`config.mk`:
```
export PLATFORM = sky130hd
export DESIGN_NAME = mem_arbiter
export DESIGN_NICKNAME = d
export VERILOG_FILES = /design/src/rtl/mem_pkg.sv /design/src/rtl/rr_arbiter2.sv /design/src/rtl/mem_arbiter.sv
export SDC_FILE = /design/constraint.sdc
export NUM_CORES = 1
export LEC_CHECK = 0
export CAP_MARGIN = 25
export CORE_MARGIN = 2
export CORE_UTILIZATION = 39
export CTS_CLUSTER_SIZE = 40
export DETAILED_ROUTE_END_ITERATION = 12
export HOLD_SLACK_MARGIN = 0.1
export PLACE_DENSITY_LB_ADDON = 0.15
export SETUP_SLACK_MARGIN = 0.3
export SYNTH_ARGS = -nofsm -noshare
export SYNTH_HDL_FRONTEND = slang
export SYNTH_SLANG_ARGS = --single-unit
```
`constraint.sdc`:
```
create_clock -name clk -period 3 [get_ports clk]
set_clock_uncertainty 0.2 [all_clocks]
set_input_delay 0.9 -clock clk [delete_from_list [all_inputs] [get_ports clk]]
set_output_delay 0.9 -clock clk [all_outputs]
set_load 0.01 [all_outputs]
```
`src/rtl/mem_pkg.sv`:
```
// ============================================================================
//  Module : mem_pkg
//  Brief  : Shared widths, port ids and counter helper for the memory arbiter.
//  Rev    : 1.0  initial release
// ============================================================================
`default_nettype none

package mem_pkg;

    localparam int DATA_WIDTH = 16;
    localparam int ADDR_WIDTH = 10;
    localparam int STAT_WIDTH = 16;

    typedef logic port_id_t;

    localparam port_id_t PORT_FETCH = 1'b0;
    localparam port_id_t PORT_DATA  = 1'b1;

    // Increment that sticks at all-ones instead of wrapping.
    function automatic logic [STAT_WIDTH-1:0] sat_inc(input logic [STAT_WIDTH-1:0] v);
        return (&v) ? v : v + 1'b1;
    endfunction

endpackage

`default_nettype wire

```
`src/rtl/rr_arbiter2.sv`:
```
// ============================================================================
//  Module : rr_arbiter2
//  Brief  : Two-way round-robin grant; pointer names the port preferred on a tie.
//  Rev    : 1.0  initial release
// ============================================================================
`default_nettype none

module rr_arbiter2
    import mem_pkg::*;
(
    input  logic       clk,
    input  logic       reset,
    input  logic [1:0] req,
    input  logic       advance,
    output logic [1:0] gnt
);

    port_id_t ptr;

    always_comb begin
        gnt = 2'b00;
        if (!reset) begin
            if (req == 2'b11) begin
                gnt = (ptr == PORT_DATA) ? 2'b10 : 2'b01;
            end else begin
                gnt = req;
            end
        end
    end

    // After a grant, prefer whichever port did not just win.
    always_ff @(posedge clk) begin
        if (reset) begin
            ptr <= PORT_FETCH;
        end else if (advance) begin
            ptr <= gnt[0] ? PORT_DATA : PORT_FETCH;
        end
    end

endmodule

`default_nettype wire

```
`src/rtl/mem_arbiter.sv`:
```
// ============================================================================
//  Module : mem_arbiter
//  Brief  : Fetch/data arbiter and one-access-per-cycle sequencer for the
//           unified single-port memory; 2-cycle request-to-response latency.
//           Optional statistics counters enabled by macro MEM_ARB_STATS_EN.
//  Rev    : 1.0  initial release
// ============================================================================
`default_nettype none

module mem_arbiter
    import mem_pkg::*;
#(
    parameter int DATA_WIDTH = mem_pkg::DATA_WIDTH,
    parameter int ADDR_WIDTH = mem_pkg::ADDR_WIDTH
) (
    input  logic                  clk,
    input  logic                  reset,
    input  logic                  req0,
    input  logic                  req1,
    input  logic                  we0,
    input  logic                  we1,
    input  logic [ADDR_WIDTH-1:0] addr0,
    input  logic [ADDR_WIDTH-1:0] addr1,
    input  logic [DATA_WIDTH-1:0] wdata0,
    input  logic [DATA_WIDTH-1:0] wdata1,
    output logic                  gnt0,
    output logic                  gnt1,
    output logic                  rvalid0,
    output logic                  rvalid1,
    output logic [DATA_WIDTH-1:0] rdata0,
    output logic [DATA_WIDTH-1:0] rdata1,
    output logic [ADDR_WIDTH-1:0] mem_addr,
    output logic [DATA_WIDTH-1:0] mem_data,
    output logic                  mem_write,
    input  logic [DATA_WIDTH-1:0] mem_out,
    output logic [STAT_WIDTH-1:0] stat_gnt0,
    output logic [STAT_WIDTH-1:0] stat_gnt1,
    output logic [STAT_WIDTH-1:0] stat_conflict
);

    logic [1:0]            gnt;
    logic                  issue_valid;
    logic                  issue_we;
    port_id_t              issue_port;
    logic [ADDR_WIDTH-1:0] issue_addr;
    logic [DATA_WIDTH-1:0] issue_data;
    logic                  read_done0;
    logic                  read_done1;

    rr_arbiter2 u_arb (
        .clk     (clk),
        .reset   (reset),
        .req     ({req1, req0}),
        .advance (|gnt),
        .gnt     (gnt)
    );

    assign gnt0 = gnt[0];
    assign gnt1 = gnt[1];

    // Operands load only on a grant so the memory bus holds while idle.
    always_ff @(posedge clk) begin
        if (reset) begin
            issue_valid <= 1'b0;
            issue_we    <= 1'b0;
            issue_port  <= PORT_FETCH;
            issue_addr  <= '0;
            issue_data  <= '0;
        end else begin
            issue_valid <= |gnt;
            if (gnt[1]) begin
                issue_port <= PORT_DATA;
                issue_we   <= we1;
                issue_addr <= addr1;
                issue_data <= wdata1;
            end else if (gnt[0]) begin
                issue_port <= PORT_FETCH;
                issue_we   <= we0;
                issue_addr <= addr0;
                issue_data <= wdata0;
            end
        end
    end

    assign mem_addr  = issue_addr;
    assign mem_data  = issue_data;
    assign mem_write = issue_valid & issue_we;

    assign read_done0 = issue_valid & ~issue_we & (issue_port == PORT_FETCH);
    assign read_done1 = issue_valid & ~issue_we & (issue_port == PORT_DATA);

    always_ff @(posedge clk) begin
        if (reset) begin
            rvalid0 <= 1'b0;
            rvalid1 <= 1'b0;
            rdata0  <= '0;
            rdata1  <= '0;
        end else begin
            rvalid0 <= read_done0;
            rvalid1 <= read_done1;
            if (read_done0) begin
                rdata0 <= mem_out;
            end
            if (read_done1) begin
                rdata1 <= mem_out;
            end
        end
    end

`ifdef MEM_ARB_STATS_EN
    logic [STAT_WIDTH-1:0] cnt_gnt0;
    logic [STAT_WIDTH-1:0] cnt_gnt1;
    logic [STAT_WIDTH-1:0] cnt_conflict;

    always_ff @(posedge clk) begin
        if (reset) begin
            cnt_gnt0     <= '0;
            cnt_gnt1     <= '0;
            cnt_conflict <= '0;
        end else begin
            if (gnt[0]) begin
                cnt_gnt0 <= sat_inc(cnt_gnt0);
            end
            if (gnt[1]) begin
                cnt_gnt1 <= sat_inc(cnt_gnt1);
            end
            if (req0 & req1) begin
                cnt_conflict <= sat_inc(cnt_conflict);
            end
        end
    end

    assign stat_gnt0     = cnt_gnt0;
    assign stat_gnt1     = cnt_gnt1;
    assign stat_conflict = cnt_conflict;
`else
    assign stat_gnt0     = '0;
    assign stat_gnt1     = '0;
    assign stat_conflict = '0;
`endif

endmodule

`default_nettype wire

```
==> results.json <==
{
  "cts_htree_levels": 3,
  "drive_above_1_share_pct": 7.71,
  "critPathRequiredTime_ns": 1.90,
  "power_density_nw_per_um2": 468,
  "die_area_sq_um": 8110,
  "drtIter0Drc": 64,
  "hpwl_microns": 5460,
  "cts_root_buf": "clkbuf_8",
  "power.leakage_uw": 0.00174,
  "slew_violations": 0,
  "fin_crit_ns": 2.64,
  "synth_ff_type": "dfxtp_1",
  "io_buffers": 136,
  "grt.busiest_layer": "met2",
  "start_kind": "primary input",
  "antenna_found_initial": 1,
  "numCtsBuffers": 9,
  "ir_drop_v": 0.000261,
  "grt_pass1_vias": 2688,
  "synth_edf_count": 0,
  "vias_per_cell": 4.74,
  "die_w_microns": 90.1,
  "fmax_mhz": 378,
  "ant_nets": 0,
  "path_clk_slew_ns": 0.07,
  "cp.arrival_ns": 1.54,
  "setup_viol": 0,
  "rows": 31,
  "grt_max_degree": 46,
  "finalCritPeriodShare_pct": 88.1,
  "pre_cts_ws_ns": -0.341,
  "ios": 185,
  "met2_usage_pct": 33.1,
  "rsz0062_at_grt": "no",
  "cts_hold_buf": 0,
  "stdcell_area_sq_um": 4330,
  "ys_warn_count": 0,
  "grt_pass1_wl_microns": 12500,
  "nNetsFinal": 537,
  "use_met3_pct": 7.80,
  "synth-async-reset-ratio_pct": 0,
  "status": "finished, final reports clean",
  "tightestPinTransition_ns": 1.05,
  "start_util_pct": 40.0,
  "cts_tree": "yes",
  "hp-class": "register to register",
  "core_area_sq_um": 7210,
  "drv_cap": 0,
  "postSynthAreaPerCell_sq_um": 8.68,
  "area_growth_pct": 50.0,
  "fin_total_pwr_uw": 2030,
  "postCtsSetupRepairBufs": 0,
  "totalWireLength_microns": 7810,
  "synth_cell_types": 23,
  "grt_usage_pct": 18.9,
  "vias": 2689,
  "drc": 0,
  "seq_area_frac_synth_pct": 44.3,
  "stdcell_count": 567,
  "die_height_microns": 90.1,
  "syn-cell-area_sq_um": 2890,
  "setup_slack_ns": 0.356,
  "first_pass_iters": 4,
  "clockBufferDepth": 2,
  "clkSinkCount": 64,
  "insertion_delay_ns": 0.33,
  "num-fill-cells": 692,
  "ys_ff_latch": 64,
  "numPlacedInstances": 550,
  "dpl_cell_area_sq_um": 4140,
  "slew_headroom_pct": 29.6,
  "grtUsageMet1_pct": 20.7,
  "end_kind": "output port",
  "finalHoldViolCount": 0,
  "syn_inst": 333,
  "worst-path-max-fanout": 3,
  "crit_type": "primary input to output port",
  "holdWs_ns": 0.255,
  "grt_overflow_total": 0,
  "routedWlPerCell_microns": 13.8,
  "gp_congestion": 0.724
}
[through the flow]
| stage | util (%) | setup TNS, ns |
|---|---|---|
| floorplan | - | 0 |
| global placement | 57.4 | -0.609 |
| detailed placement | 57.4 | -0.608 |
| CTS | 59.9 | 0 |
| global route | 60.1 | 0 |
| finish | 60.1 | 0 |
[what timing repair did]
item,CTS,global route
resized for setup,9,6
gates cloned,0,0
setup endpoints to repair,2,1
pin swaps,0,1
[synth_stat cells, types with 3 or more instances]
master      n  share of area [%]
dfxtp_1    64                 44
nand2_1    64                8.3
buf_4      48                 12
a21oi_1    33                5.7
inv_1      28                3.6
a2111oi_0  27                8.2
a221o_1    27                9.4
clkbuf_1   14                1.8
buf_2       7                1.2
nor2_1      4               0.52
buf_1       3               0.39
[sequential cells by signal (all words and copies together), names as in the netlist]
register	cells
issue_we	1
mem_data	16
issue_port	1
rdata1	16
issue_valid	1
u_arb.ptr	1
rvalid0	1
mem_addr	10
rdata0	16
rvalid1	1
[final cells by class]
type	count	area [sq um]	share of cell area [%]
Timing Repair Buffer	146	1430	32.9
Sequential cell	64	1280	29.6
Multi-Input combinational cell	213	1210	27.8
Clock buffer	9	124	2.86
Tap cell	99	124	2.86
Inverter	29	109	2.51
Clock inverter	6	61.3	1.41
Antenna cell	1	2.50	0.0578
[report_power, final]
| group | internal, uW | switching (uW) | leakage, uW |
|---|---|---|---|
| clock | 376 | 325 | 0.0000948 |
| combinational | 218 | 177 | 0.00112 |
| sequential | 902 | 30.9 | 0.000525 |
| total | 1500 | 533 | 0.00174 |
[worst max-delay path, stage by stage]
cell and delay [ns]:
dlygate4sd2_1 0.24, inv_2 0.04, o211a_1 0.21, buf_2 0.15
[final timing paths]
kind                                 from                 endpoint  slack (ns)  depth (start not counted)
setup reg to reg  issue_port$_SDFFE_PP0P_  rdata0[10]$_SDFFE_PP0P_        1.18                          3
hold reg to reg    rdata0[5]$_SDFFE_PP0P_   rdata0[5]$_SDFFE_PP0P_        0.25                          2
setup / recovery                     req0                     gnt1        0.36                          4
hold / removal     rdata0[5]$_SDFFE_PP0P_   rdata0[5]$_SDFFE_PP0P_        0.25                          2
[logic make-up (layout without fill, tap and decap cells)]
kind of cell	after synthesis	count (layout)	share of synthesized area, %
other	1	49	0.130
buffers and inverters	103	190	20.4
DFF	64	64	44.3
AOI/OAI and AO/OA	90	90	24.2
and+or+nand+nor	75	75	10.9
[layer usage]
layer,wire length [microns],up-vias
met3,632,10
met4,144,0
met5,0,-
li1,-,1327
met2,3840,113
met1,3190,1239
[cells in the final DEF, fill, tap and decap left out]
master,Yosys,routed
clkbuf_8,0,9
a2111oi_0,27,27
clkbuf_2,0,1
clkdlybuf4s50_1,0,131
a21oi_2,0,1
nor3_4,0,1
inv_2,1,1
inv_1,28,28
clkinvlp_4,0,1
nand3b_1,1,1
diode_2,0,1
dfxtp_1,64,64
clkinv_4,0,1
buf_6,2,2
o21a_1,1,1
and2_1,2,1
nand2_1,64,64
a21oi_1,33,32
buf_4,48,9
and2_4,0,1
bufinv_16,0,1
a31o_2,1,1
conb_1,1,48
nor3b_2,1,1
buf_2,7,2
a221o_1,27,27
and3b_1,1,1
o211a_1,1,1
dlygate4sd2_1,0,1
nor2_1,4,4
clkinv_2,0,3
or3b_2,1,1
(Power assumes the default switching activity.)
